[src/rtl/dmem_pkg.sv]
// Shared types and defaults for the data-memory responder.
// The latched-request struct is sized by DMEM_NBITS. Instances that override
// NBITS must keep it equal to this constant.
package dmem_pkg;

  // Default data word width; the word address is [DMEM_NBITS-1:2]
  localparam int DMEM_NBITS = 8;

  // Default number of extra busy cycles before an access commits (0..15)
  localparam int DMEM_WAIT_CYCLES = 2;

  // Wait-state counter width, wide enough for the largest legal WAIT_CYCLES
  localparam int CNT_BITS = 4;

  // Responder FSM states
  typedef enum logic [1:0] {
    IDLE,
    BUSY,
    DONE
  } dmem_state_t;

  // Request captured at accept. Only these values are used while BUSY.
  typedef struct packed {
    logic [DMEM_NBITS-1:2] addr;
    logic [DMEM_NBITS-1:0] wdata;
    logic                  is_write;
  } dmem_req_t;

  // Counter preload on accept. BUSY runs while the count walks from this
  // value down to zero, which gives exactly wait_cycles busy cycles.
  function automatic logic [CNT_BITS-1:0] wait_load(input int wait_cycles);
    if (wait_cycles == 0) begin
      return '0;
    end
    return CNT_BITS'(wait_cycles - 1);
  endfunction

endpackage

[src/rtl/dmem_array.sv]
// Single-port synchronous word array for the data memory.
// Write and read both happen on the clock edge. rdata is registered and only
// changes on a read strobe, so the load result stays put between loads.
// Reset synchronously clears every word and the read register.
module dmem_array #(
  parameter int NBITS = 8,
  parameter int DEPTH = 64,
  parameter int AW    = $clog2(DEPTH)
) (
  input  logic             clock,
  input  logic             reset,
  input  logic             we,
  input  logic             re,
  input  logic [AW-1:0]    addr,
  input  logic [NBITS-1:0] wdata,
  output logic [NBITS-1:0] rdata
);

  logic [NBITS-1:0] mem_reg [DEPTH];
  logic [NBITS-1:0] rdata_reg;
  logic [DEPTH-1:0] word_we;

  // One write-enable per word, decoded from the shared address
  genvar gi;
  generate
    for (gi = 0; gi < DEPTH; gi++) begin : g_word_we
      assign word_we[gi] = we && (addr == AW'(gi));
    end
  endgenerate

  // Word storage: reset clears all words and takes priority over a pending write
  always_ff @(posedge clock) begin
    if (reset) begin
      for (int i = 0; i < DEPTH; i++) begin
        mem_reg[i] <= '0;
      end
    end else begin
      for (int i = 0; i < DEPTH; i++) begin
        if (word_we[i]) begin
          mem_reg[i] <= wdata;
        end
      end
    end
  end

  // Registered read port that holds its value until the next read strobe
  always_ff @(posedge clock) begin
    if (reset) begin
      rdata_reg <= '0;
    end else if (re) begin
      rdata_reg <= mem_reg[addr];
    end
  end

  assign rdata = rdata_reg;

endmodule

[src/rtl/dmem_responder.sv]
// Data memory responder for the load/store port of the single-cycle datapath.
// An access request (MemRead/MemWrite level) is accepted in IDLE. It waits
// WAIT_CYCLES busy cycles, commits on the last one, and then pulses Done for
// one cycle. Stall freezes the PC from the request cycle up to the commit.
// Requests are serialised, so a read that follows a write to the same
// address always sees the new data.
module dmem_responder
  import dmem_pkg::*;
#(
  parameter int NBITS       = DMEM_NBITS,
  parameter int WAIT_CYCLES = DMEM_WAIT_CYCLES,
  parameter int DEPTH       = 2 ** (NBITS - 2)
) (
  input  logic             clock,
  input  logic             reset,
  input  logic [NBITS-1:2] Address,
  input  logic [NBITS-1:0] WriteData,
  input  logic             MemRead,
  input  logic             MemWrite,
  output logic [NBITS-1:0] ReadData,
  output logic             Stall,
  output logic             Done,
  output logic             Conflict
);

  localparam logic [CNT_BITS-1:0] CNT_LOAD = wait_load(WAIT_CYCLES);

  dmem_state_t         state_reg, state_next;
  logic [CNT_BITS-1:0] cnt_reg, cnt_next;
  dmem_req_t           req_reg, req_next;
  logic                conflict_reg, conflict_next;
  logic                done_reg;

  logic                req_any;
  logic                mem_we;
  logic                mem_re;
  logic [NBITS-1:2]    mem_addr;
  logic [NBITS-1:0]    mem_wdata;

  assign req_any = MemRead | MemWrite;

  // State register, wait counter, request latch, sticky conflict flag and Done flop
  always_ff @(posedge clock) begin
    if (reset) begin
      state_reg    <= IDLE;
      cnt_reg      <= '0;
      req_reg      <= '0;
      conflict_reg <= 1'b0;
      done_reg     <= 1'b0;
    end else begin
      state_reg    <= state_next;
      cnt_reg      <= cnt_next;
      req_reg      <= req_next;
      conflict_reg <= conflict_next;
      // Done comes from a flop; it is high exactly while the FSM sits in DONE
      done_reg     <= (state_next == DONE);
    end
  end

  // Next-state logic: accept in IDLE, count down in BUSY, single-cycle DONE
  always_comb begin
    state_next    = state_reg;
    cnt_next      = cnt_reg;
    req_next      = req_reg;
    conflict_next = conflict_reg;
    case (state_reg)
      IDLE: begin
        if (req_any) begin
          // Write wins when both requests are raised together
          req_next.addr     = Address;
          req_next.wdata    = WriteData;
          req_next.is_write = MemWrite;
          if (MemRead && MemWrite) begin
            conflict_next = 1'b1;
          end
          if (WAIT_CYCLES == 0) begin
            state_next = DONE;
          end else begin
            cnt_next   = CNT_LOAD;
            state_next = BUSY;
          end
        end
      end
      BUSY: begin
        // Live request inputs are ignored here; only the latched request matters
        if (cnt_reg == '0) begin
          state_next = DONE;
        end else begin
          cnt_next = cnt_reg - CNT_BITS'(1);
        end
      end
      DONE: begin
        // Requests are not sampled in DONE; a held request is taken in the next IDLE
        state_next = IDLE;
      end
      default: begin
        state_next = IDLE;
      end
    endcase
  end

  // Output and array-control decode: Stall plus the commit strobes
  always_comb begin
    Stall     = 1'b0;
    mem_we    = 1'b0;
    mem_re    = 1'b0;
    mem_addr  = req_reg.addr;
    mem_wdata = req_reg.wdata;
    case (state_reg)
      IDLE: begin
        Stall = req_any;
        // With no wait states the access commits on the accepting edge itself,
        // so the array is fed from the live inputs instead of the latch
        if (req_any && (WAIT_CYCLES == 0)) begin
          mem_addr  = Address;
          mem_wdata = WriteData;
          mem_we    = MemWrite;
          mem_re    = MemRead & ~MemWrite;
        end
      end
      BUSY: begin
        Stall = 1'b1;
        if (cnt_reg == '0) begin
          mem_we = req_reg.is_write;
          mem_re = ~req_reg.is_write;
        end
      end
      default: begin
        Stall = 1'b0;
      end
    endcase
  end

  dmem_array #(
    .NBITS (NBITS),
    .DEPTH (DEPTH)
  ) u_array (
    .clock (clock),
    .reset (reset),
    .we    (mem_we),
    .re    (mem_re),
    .addr  (mem_addr),
    .wdata (mem_wdata),
    .rdata (ReadData)
  );

  assign Done     = done_reg;
  assign Conflict = conflict_reg;

endmodule

[config.mk]
export PLATFORM = sky130hd
export DESIGN_NAME = dmem_responder
export DESIGN_NICKNAME = d
export VERILOG_FILES = /design/src/rtl/dmem_pkg.sv /design/src/rtl/dmem_array.sv /design/src/rtl/dmem_responder.sv
export SDC_FILE = /design/constraint.sdc
export NUM_CORES = 1
export LEC_CHECK = 0
export BUFFER_PORTS_ARGS = -buffer_cell sky130_fd_sc_hd__buf_4
export CORE_UTILIZATION = 60
export DETAILED_ROUTE_END_ITERATION = 8
export PLACE_DENSITY = 0.72
export SETUP_SLACK_MARGIN = 0.3
export SYNTH_ARGS = -nofsm -noshare
export SYNTH_HDL_FRONTEND = slang
export SYNTH_HIERARCHICAL = 1
export SYNTH_SLANG_ARGS = --single-unit
export TNS_END_PERCENT = 100
[constraint.sdc]
create_clock -name clock -period 5.4 [get_ports clock]
set_input_delay 0.27 -clock clock [delete_from_list [all_inputs] [get_ports clock]]
set_output_delay 0.27 -clock clock [all_outputs]
set_load 0.03 [all_outputs]
---- Word-level counts from Yosys, hierarchy flattened ----
Memories as Yosys holds them, arrays and structs flattened. A register that Yosys moved wholly into a read port is not among the register bits.
Index checks and enable logic that the tools add are counted.
W data, S select, Z words.
operators by class
  add/subtract/negate cells ............... 1
  eq/ne operators ......................... 67
  muxes and demuxes ....................... 269
  bitwise gates (word level) .............. 66
  reductions and logical operators ........ 72
operators with widths
  cell                   number
  $mux W8                64
  $mux W1                198
  $eq A6 B6 Y1 const B   32
  $eq A6 B5 Y1 const B   16
  $logic_and A1 B1 Y1    65
  $or A1 B1 Y1           65
  $eq A6 B4 Y1 const B   8
  $eq A6 B3 Y1 const B   4
  $eq A6 B2 Y1 const B   2
  $mux W4                2
  $pmux W4 S2            1
  $eq A6 B1 Y1 const B   1
  $logic_not A6 Y1       1
  $reduce_and A3 Y1      2
  $logic_not A4 Y1       1
  $mux W2                2
  $ne A2 B2 Y1 const B   2
  $pmux W2 S2            1
  $sub A4 B1 Y4 const B  1
  $eq A2 B1 Y1 const B   1
  $eq A2 B2 Y1 const B   1
  $logic_not A2 Y1       1
  $pmux W1 S2            1
  $reduce_and A2 Y1      1
  other kinds (2)        2
word-level totals
  register bits after elaboration ......... 23
  RAM bits ................................ 512
  input bits .............................. 18
  memories ................................ 1
memory list
  name             words  bits a word  rd ports  clocked after memory_dff  write ports  line              RTL
  u_array.mem_reg  64     8            1         1                         64           dmem_array.sv:19  logic [NBITS-1:0] mem_reg [DEPTH];

---- Logic depth before layout (Yosys ltp) ----
Gate-level depths: netlist of the first run.
  depth after elaboration ................. 8
  mapped depth ............................ 10

---- Modules after synthesis ----
The synthesis of the first run kept the hierarchy.
by module, submodules not included
  module          instances  cells each  area an instance (um2)  sequential area each (um2)
  dmem_array      1          1378        22361.4                 15534.9
  dmem_responder  1          112         948.4                   460.4

---- Worst setup path before layout of the first run ----
No wires, ideal clock.
  path type ............................... register -> register
  from .................................... register cnt_reg[0]
  to ...................................... memory u_array.mem_reg[17][0] (enable)
  arrival time ............................ 2.143 ns
  required time ........................... 5.066 ns
  setup slack ............................. 2.922 ns
  cell stages (with the launch flop) ...... 11
  buffers on the path ..................... 2
  cells stage by stage .................... dfxtp_1 > inv_1 > ha_1 > and4bb_2 > nand2b_2 > nor2_1 > nor3b_1 > clkbuf_1 > clkbuf_1 > nand2_1 > nand2b_1
RTL lines
  what                    line                  RTL
  start, declared         dmem_responder.sv:29  logic [CNT_BITS-1:0] cnt_reg, cnt_next;
  start signal, assigned  dmem_responder.sv:52  cnt_reg <= cnt_next;
  end, declared           dmem_array.sv:19

==> impl_results.md, run 1 <==
- Gr usage total: 0.293
- Initial antenna violation count: 0
- DR WL met2: 26200 µm
- M1 WL: 22400 µm
- Worst path arrival time: 3830 ps
- Crit-path slowest cell: nor2_1
- Cells on worst reg2reg path: 9
- CTS tree: yes
- Worst r2r dst: u_array/mem_reg[33][0]$_SDFFCE_PN0P_
- Met3 routed WL: 4900 µm
- Hold crit path type: in -> reg
- Largest register FFs: 512
- Crit path time final: 3570 ps
- Post-synth EDFFs: 512
- Critical path, cell by cell: inv_1 -> ha_1 -> and4bb_2 -> nand2b_2 -> nor2_1 -> nand2_1 -> nor2_1 -> nand2_1 -> nand2b_1
- Share of cells above drive strength 1: 0.168
- Pwr/cell area: 373 mW/mm²
- WP buf/inv: 1
- Flop-to-flop setup slack: 1830 ps
- RSZ-0062 raised after global routing: no
- Setup Skew: 18.6 ps
- Leak: 8.78 nW
- Setup crit end kind: register
- Final setup vio count: 0
- YS warnings: 6
- First drt pass iteration count: 6
- Drt first-iter violations: 1766
- Crit path kind: reg -> reg
- Fin cells: 2063
- CP top delay family: simple AND/OR/NAND/NOR gates
- Critical Path RT: 5660 ps
- Port bufs: 28
- Final worst slack: 1830 ps
- Worst hold slack: 50.9 ps
- Drt wl/cell: 27.1 µm
- HP Start: Address[3]
- Final Hold Viols: 0
- Total CTS buffers: 54
- Yosys cell types: 66
- Hold-fix buffers at CTS: 16
- Final instance area: 0.0255 mm²
- CP Depth: 9
- DIE HEIGHT: 199 µm
- Avg Cell Area, Syn: 15.6 µm²
- Max_cap viols: 0
- Top Ports: 29
- Startpoint Class: register
- Clock sinks: 543
- Syn nets: 1509
- Hold depth: 3
- Max-slew violation count: 0
- Avg Vias per Cell: 6.50
- Root Buffer Master: clkbuf_16
- Gate Count Post-Synth: 1490
- Max layer used: met4
- Largest net degree at the start of global routing: 91
- Seq/Total Area, Yosys: 0.686
- Vias after detailed routing: 13400
- Clk slew on worst S/H paths: 60 ps
- Post-DP Area: 0.0236 mm²
- Setup_tns: 0 ps
- Worst-Margin Slew: 1210 ps
- Worst Hold Endpoint: mem_addr[3]$_SDFFE_PP0P_
- Placed insts: 1945
- Core ar.: 0.0379 mm²
- Post-layout util: 0.672
- Reg-to-Reg Start: cnt_reg[0]$_SDFFE_PP0P_
- Synth Register Bits: 543
- Worst rel slew slack: 0.190
- Synth async-reset ratio: 0
- Post-route DRC: 0
- Vias in the first global route: 13000
- Largest stage delay, worst path: 970 ps
- First-pass GRT wire length: 83000 µm
- Mapped Area: 0.0233 mm²
- Detail Route Antenna Nets: 0
- VDD IR max: 0.251 mV
- Clock latency at the later pin of the worst-skew pair: 600 ps
- Die Area: 0.0396 mm²
- Nets: 1525
- Diode count: 0
- Postcts setup bufs: 0
- Row cnt: 71
- GRT overflow: 0
- Primary FF master, synth: edfxtp_1
- Outcome: finished, final reports clean
- Die Width: 199 µm
- Initial Util: 0.615
- Max FO, Critical Path: 16
- Max Buffers Root-to-Sink: 3
- Post-Route WL: 55900 µm
- Post-place setup slack: 1880 ps
- FMAX: 0.280 GHz
- Area growth syn-to-layout: 9.39%
- H-tree depth: 2
- Routability cong.: 0.986
- Final worst-path cycle share: 0.661
- Post_cts resized: 0
- Post-detail-place hpwl: 35400 µm
- Total power: 9.51 mW
-- Yosys cell counts (all sizes together) (4+ instances only) --
master,n,area share
a21o,31,0.010
o22ai,30,0.0081
a21oi,19,0.0042
mux2,48,0.023
dfxtp,31,0.027
inv,13,0.0021
nand2b,49,0.013
edfxtp,512,0.66
clkbuf,57,0.011
o32ai,4,0.0015
nor3,25,0.0056
buf,47,0.021
o31ai,6,0.0019
o41ai,4,0.0018
mux4,98,0.10
mux2i,35,0.015
nand4,5,0.0013
nand2,46,0.0076
o21ai,22,0.0047
a22oi,4,0.0013
nand3,19,0.0041
or2b,6,0.0020
a211oi,17,0.0057
nor2,309,0.050
nor2b,15,0.0040
-- worst max path at each step --
| stage | startpoint | slack [ps] | to |
|---|---|---|---|
| floorplan | cnt_reg[0]$_SDFFE_PP0P_ | 2920 | u_array/mem_reg[17][0]$_SDFFCE_PN0P_ |
| global placement | cnt_reg[0]$_SDFFE_PP0P_ | 2050 | u_array/mem_reg[33][3]$_SDFFCE_PN0P_ |
| detailed placement | cnt_reg[0]$_SDFFE_PP0P_ | 1880 | u_array/mem_reg[33][0]$_SDFFCE_PN0P_ |
| CTS | cnt_reg[0]$_SDFFE_PP0P_ | 1890 | u_array/mem_reg[33][6]$_SDFFCE_PN0P_ |
| global route | cnt_reg[0]$_SDFFE_PP0P_ | 1640 | u_array/mem_reg[33][6]$_SDFFCE_PN0P_ |
| finish | cnt_reg[0]$_SDFFE_PP0P_ | 1830 | u_array/mem_reg[33][0]$_SDFFCE_PN0P_ |
-- metal layers --
layer	vias to the layer above	global-route usage
met3	151	0.0527
met5	-	0
met2	696	0.447
met1	6842	0.419
met4	0	0.124
li1	5726	-
-- report_power, final --
part / switching [mW] / leakage (nW) / internal, mW / total [mW]
Clock: 1.52 / 0.865 / 2.15 / 3.67
Combinational: 0.570 / 2.38 / 0.343 / 0.913
Sequential: 0.110 / 5.54 / 4.83 / 4.94
Total: 2.20 / 8.78 / 7.32 / 9.51
-- cells by family after synthesis --
family,after synthesis,share of synthesized area
flops,543,0.686
buf+inv,119,0.0348
simple gates,491,0.0938
compound gates,155,0.0462
fa+ha+maj,1,0.000537
mux,181,0.138
-- cell type report --
class                      count  area (µm²)
clock buffer                  85        1620
clock inverter                17         133
fill                        2538       12400
inverter                      13        48.8
multi-input combinational    828        6500
sequential                   543       16000
tap                          511         639
timing repair buffer          66         548
-- tightest hold or removal path, delay by kind of cell --
kind | cells | cell delay [ps]
AO/OA/AOI/OAI | 1 | 120
buffers and inverters | 1 | 110
AND/OR/NAND/NOR | 1 | 80
-- cells in the final DEF, fill, tap and decap left out, drive strengths merged, types with 3 or more instances in the layout --
cell type and instances:
a2111oi 3, a211oi 17, a21o 31, a21oi 19, a221o 3, a22oi 4, buf 50, clkbuf 85
clkinv 14, dfxtp 31, dlygate4sd3 16, edfxtp 512, inv 14, mux2 48, mux2i 35, mux4 98
nand2 46, nand2b 49, nand3 19, nand4 5, nor2 309, nor2b 15, nor3 25, o21ai 22
o221ai 3, o22ai 30, o31ai 6, o32ai 4, o41ai 4, or2 3, or2b 6
Power figures use the tool's default switching activity.
==> run 2: changes to the inputs <==
CORE_UTILIZATION = 57   (was 60)
clock period = 2.95 ns   (was 5.4 ns; I/O delays follow)
==> impl_results.md, run 2 (synthesized netlist as in run 1, its figures left out) <==
- Initial antenna violation count: 0
- Setup crit end kind: register
- Detail Route Antenna Nets: 0
- Final setup vio count: 0
- Clk slew on worst S/H paths: 60 ps
- Share of cells above drive strength 1: 0.210
- Die Area: 0.0417 mm²
- Largest net degree at the start of global routing: 45
- Total power: 17.5 mW
- Diode count: 0
- Nets: 1612
- Final worst-path cycle share: 0.854
- Startpoint Class: register
- H-tree depth: 2
- Clock latency at the later pin of the worst-skew pair: 600 ps
- RSZ-0062 raised after global routing: no
- Setup Skew: 18.4 ps
- Avg Vias per Cell: 6.23
- Crit-path slowest cell: o31ai_1
- Critical path, cell by cell: buf_4 -> nor2_1 -> nand2_1 -> o31ai_1 -> nor3_1 -> a211oi_1
- Crit path kind: reg -> reg
- VDD IR max: 0.484 mV
- Hold crit path type: in -> reg
- GRT overflow: 0
- Fill count: 2733
- Area growth syn-to-layout: 12.8%
- Port bufs: 28
- First-pass GRT wire length: 84600 µm
- Post-Route WL: 57300 µm
- Total CTS buffers: 53
- Crit path time final: 2520 ps
- Vias in the first global route: 13500
- Largest register FFs: 512
- Outcome: finished, final reports clean
- Top Ports: 29
- Post-detail-place hpwl: 37000 µm
- Worst-Margin Slew: 1050 ps
- Max_cap viols: 0
- Gr usage total: 0.282
- Commonest non-fill, non-tap cells in the layout: 512 x edfxtp_1, 308 x nor2_1, 117 x buf_4
- DIE HEIGHT: 204 µm
- Fin cells: 2161
- Post-route DRC: 0
- Clock sinks: 543
- Largest stage delay, worst path: 500 ps
- Placed insts: 2034
- CP top delay family: simple AND/OR/NAND/NOR gates
- Final worst slack: 430 ps
- Drt first-iter violations: 1573
- CTS tree: yes
- Pwr/cell area: 666 mW/mm²
- Drt wl/cell: 26.5 µm
- Final Hold Viols: 0
- Routability cong.: 0.944
- Max Buffers Root-to-Sink: 3
- Initial Util: 0.583
- Commonest non-fill, non-tap cell in the layout: edfxtp_1
- Max-slew violation count: 0
- FMAX: 0.397 GHz
- Core ar.: 0.0400 mm²
- Root Buffer Master: clkbuf_16
- Post-place setup slack: 331 ps
- WP buf/inv: 1
- Max FO, Critical Path: 12
- Row cnt: 73
- Post-layout util: 0.657
- Critical Path RT: 3450 ps
- Setup_tns: 0 ps
- First drt pass iteration count: 5
- Vias after detailed routing: 13500
- Worst path arrival time: 3020 ps
- Leak: 9.23 nW
- Die Width: 204 µm
- Worst rel slew slack: 0.301
-- run 2: changes by cell type in the layout (fill, tap and decap cells not counted), moves of 4 or more --
cell / before / now
dlygate4sd3_1: 16 / 28
nand2b_2: 1 / 6
clkbuf_1: 19 / 15
buf_4: 49 / 117
clkinv_2: 9 / 13
buf_12: 1 / 8
clkbuf_8: 9 / 5
nand2b_1: 48 / 43
-- run 2: report_power, final --
part | internal (mW) | switching, mW
Combinational | 0.721 | 1.08
Clock | 3.89 | 2.80
Sequential | 8.83 | 0.188
Total | 13.4 | 4.06
-- run 2: routing by layer --
layer  GRT usage  wire [µm]  vias to the layer above
met2       0.446      27500                      710
met3      0.0466       5270                      134
met4       0.128       2590                        0
met1       0.387      21900                     6721
li1            -          -                     5905
met5           0          0                        -
-- run 2: cell type report --
cell class / count / area, µm² / area share
flip-flops and latches: 543 / 16000 / 0.609
multi-input cells: 828 / 6520 / 0.248
clock buffers: 75 / 1500 / 0.0571
repair buffers: 154 / 1350 / 0.0512
well taps: 525 / 657 / 0.0250
clock inverters: 23 / 218 / 0.00828
inverters: 13 / 48.8 / 0.00186
-- run 2: metrics by stage --
stage                     hold slack (ps)  instance area [µm²]
after global placement                413                24300
after CTS                            3.73                26300
after global routing                 54.6                26300
after detailed placement              417                24300
after floorplan                       217                23300
final                                28.5                26300
-- run 2: worst paths after layout --
check	from	end	slack [ps]	cells past startpoint
worst max-delay path	mem_addr[7]$_SDFFE_PP0P_	u_array/rdata[0]$_SDFFE_PP0P_	430	6
worst min-delay path	reset	mem_addr[7]$_SDFFE_PP0P_	30	2
worst max register to register	mem_addr[7]$_SDFFE_PP0P_	u_array/rdata[0]$_SDFFE_PP0P_	430	6
worst min register to register	mem_wdata[2]$_SDFFE_PP0P_	mem_wdata[2]$_SDFFE_PP0P_	490	2
-- run 2: what timing repair did --
action / 4_1_cts / 5_1_grt
buffers inserted: 0 / 1
hold buffers: 28 / 0
gates resized for setup: 0 / 6
setup endpoints to repair: 0 / 43
endpoints found under the hold margin: 16 / 0
==> run 3: changes to the inputs <==
clock period = 2.2 ns   (was 2.95 ns; I/O delays follow)
==> impl_results.md, run 3 (synthesized netlist as in run 1, its figures left out) <==
- Max_cap viols: 0
- Worst path arrival time: 2630 ps
- Commonest non-fill, non-tap cell in the layout: edfxtp_1
- Max FO, Critical Path: 7
- FMAX: 0.458 GHz
- Clk slew on worst S/H paths: 60 ps
- GRT overflow: 0
- Clk pwr share: 0.366
- Avg Vias per Cell: 6.32
- Final worst slack: 18.3 ps
- DIE HEIGHT: 204 µm
- Drt first-iter violations: 1523
- Gr usage total: 0.307
- Most used cell, CP: buf_4
- Row cnt: 73
- RSZ-0062 raised after global routing: yes
- Hold crit path type: in -> reg
- Clock latency at the later pin of the worst-skew pair: 610 ps
- Post-place setup slack: -242 ps
- Setup Skew: 22.2 ps
- Max-slew violation count: 0
- Crit-path slowest cell: dfxtp_4
- Cell Int Power: 18.2 mW
- Drt wl/cell: 27.6 µm
- Final worst-path cycle share: 0.992
- Routability cong.: 0.986
- Largest stage delay, worst path: 360 ps
- Largest register FFs: 512
- Nets: 1734
- Diode count: 0
- Vias in the first global route: 14300
- Total CTS buffers: 55
- Largest net degree at the start of global routing: 54
- Post-route DRC: 0
- Final setup vio count: 0
- Die Area: 0.0417 mm²
- Root Buffer Master: clkbuf_16
- Max Buffers Root-to-Sink: 3
- Top Ports: 29
- Crit path kind: reg -> reg
- Worst rel slew slack: 0.270
- Crit path time final: 2180 ps
- Commonest non-fill, non-tap cells in the layout: 512 x edfxtp_1, 237 x nor2_1, 179 x buf_4
- Logic pwr share: 0.132
- Worst-Margin Slew: 1090 ps
- First drt pass iteration count: 5
- Part of the power in registers: 0.502
- Outcome: finished, final reports clean
- Pwr/cell area: 824 mW/mm²
- Clock sinks: 543
- Die Width: 204 µm
- Core ar.: 0.0400 mm²
- Leak: 10.4 nW
- Switching power: 5.78 mW
- CTS tree: yes
- Post-Route WL: 63100 µm
- Fin cells: 2284
- Placed insts: 2107
- Area growth syn-to-layout: 25.1%
- H-tree depth: 2
- Vias after detailed routing: 14400
- Startpoint Class: register
- Final Hold Viols: 0
- Post-detail-place hpwl: 39700 µm
- Initial Util: 0.583
- Critical Path RT: 2650 ps
- First-pass GRT wire length: 91400 µm
- Share of cells above drive strength 1: 0.378
- Worst hold slack: 337 ps
- Sw frac: 0.241
- Detail Route Antenna Nets: 0
- Critical path, cell by cell: buf_12 -> buf_12 -> or2b_1 -> buf_4 -> buf_4 -> o22ai_1 -> nor3_1 -> buf_4 -> nor3_1 -> a211oi_2
- VDD IR max: 0.661 mV
- Setup crit end kind: register
- Port bufs: 28
- Initial antenna violation count: 1
## run 3: power groups by stage
stage	Combinational (mW)	Clock, mW	Sequential [mW]
floorplan	1.73	0	12.2
global placement	2.62	0	12.2
detailed placement	2.66	0	12.3
CTS	3.05	8.89	12.0
global route	3.30	9.27	12.1
finish	3.18	8.78	12.0
## run 3: path summary, 6_finish.rpt
kind | from | to | slack (ps) | cells after the start
max | mem_addr[2]$_SDFFE_PP0P_ | u_array/rdata[0]$_SDFFE_PP0P_ | 20 | 10
min | Address[4] | mem_addr[4]$_SDFFE_PP0P_ | 340 | 4
max reg2reg | mem_addr[2]$_SDFFE_PP0P_ | u_array/rdata[0]$_SDFFE_PP0P_ | 20 | 10
min reg2reg | mem_wdata[6]$_SDFFE_PP0P_ | mem_wdata[6]$_SDFFE_PP0P_ | 480 | 2
## run 3: repair_timing
action / CTS / global route
gates cloned: 6 / 0
endpoints found under the hold margin: 21 / 0
gates resized for setup: 125 / 126
buffers inserted: 39 / 10
pin swaps: 26 / 22
hold buffers: 21 / 0
endpoints found under the setup margin: 760 / 788
## run 3: area by class of cell
class                      count  area, µm²
clock inverter                28        191
tap                          525        657
timing repair buffer         274       2920
clock buffer                  73       1490
multi-input combinational    828       7850
sequential                   543      16000
inverter                      13       48.8
fill                        2383      10900
## run 3: metrics by stage
| stage | cell area (µm²) | util | power [mW] | TNS (ps) |
|---|---|---|---|---|
| finish | 29200 | 0.729 | 24.0 | 0 |
| global route | 29200 | 0.729 | 24.6 | -2130 |
| CTS | 28600 | 0.715 | 24.0 | 0 |
| detailed placement | 25700 | 0.642 | 14.9 | -971 |
| global placement | 25700 | 0.642 | 14.9 | -532 |
| floorplan | 24000 | - | 13.9 | 0 |
## run 3: routing by layer
layer / share of wire / global-route usage / up-vias
met4: 0.041 / 0.128 / 0
li1: - / - / 6160
met5: 0 / 0 / -
met3: 0.084 / 0.0496 / 138
met1: 0.38 / 0.416 / 7344
met2: 0.50 / 0.498 / 788
## run 3: worst max-delay path, delay by kind of cell (launching register included)
kind / cells / cell delay (ps)
and+or+nand+nor: 3 / 550
AOI/OAI and AO/OA: 2 / 290
DFF: 1 / 360
buffers and inverters: 5 / 810
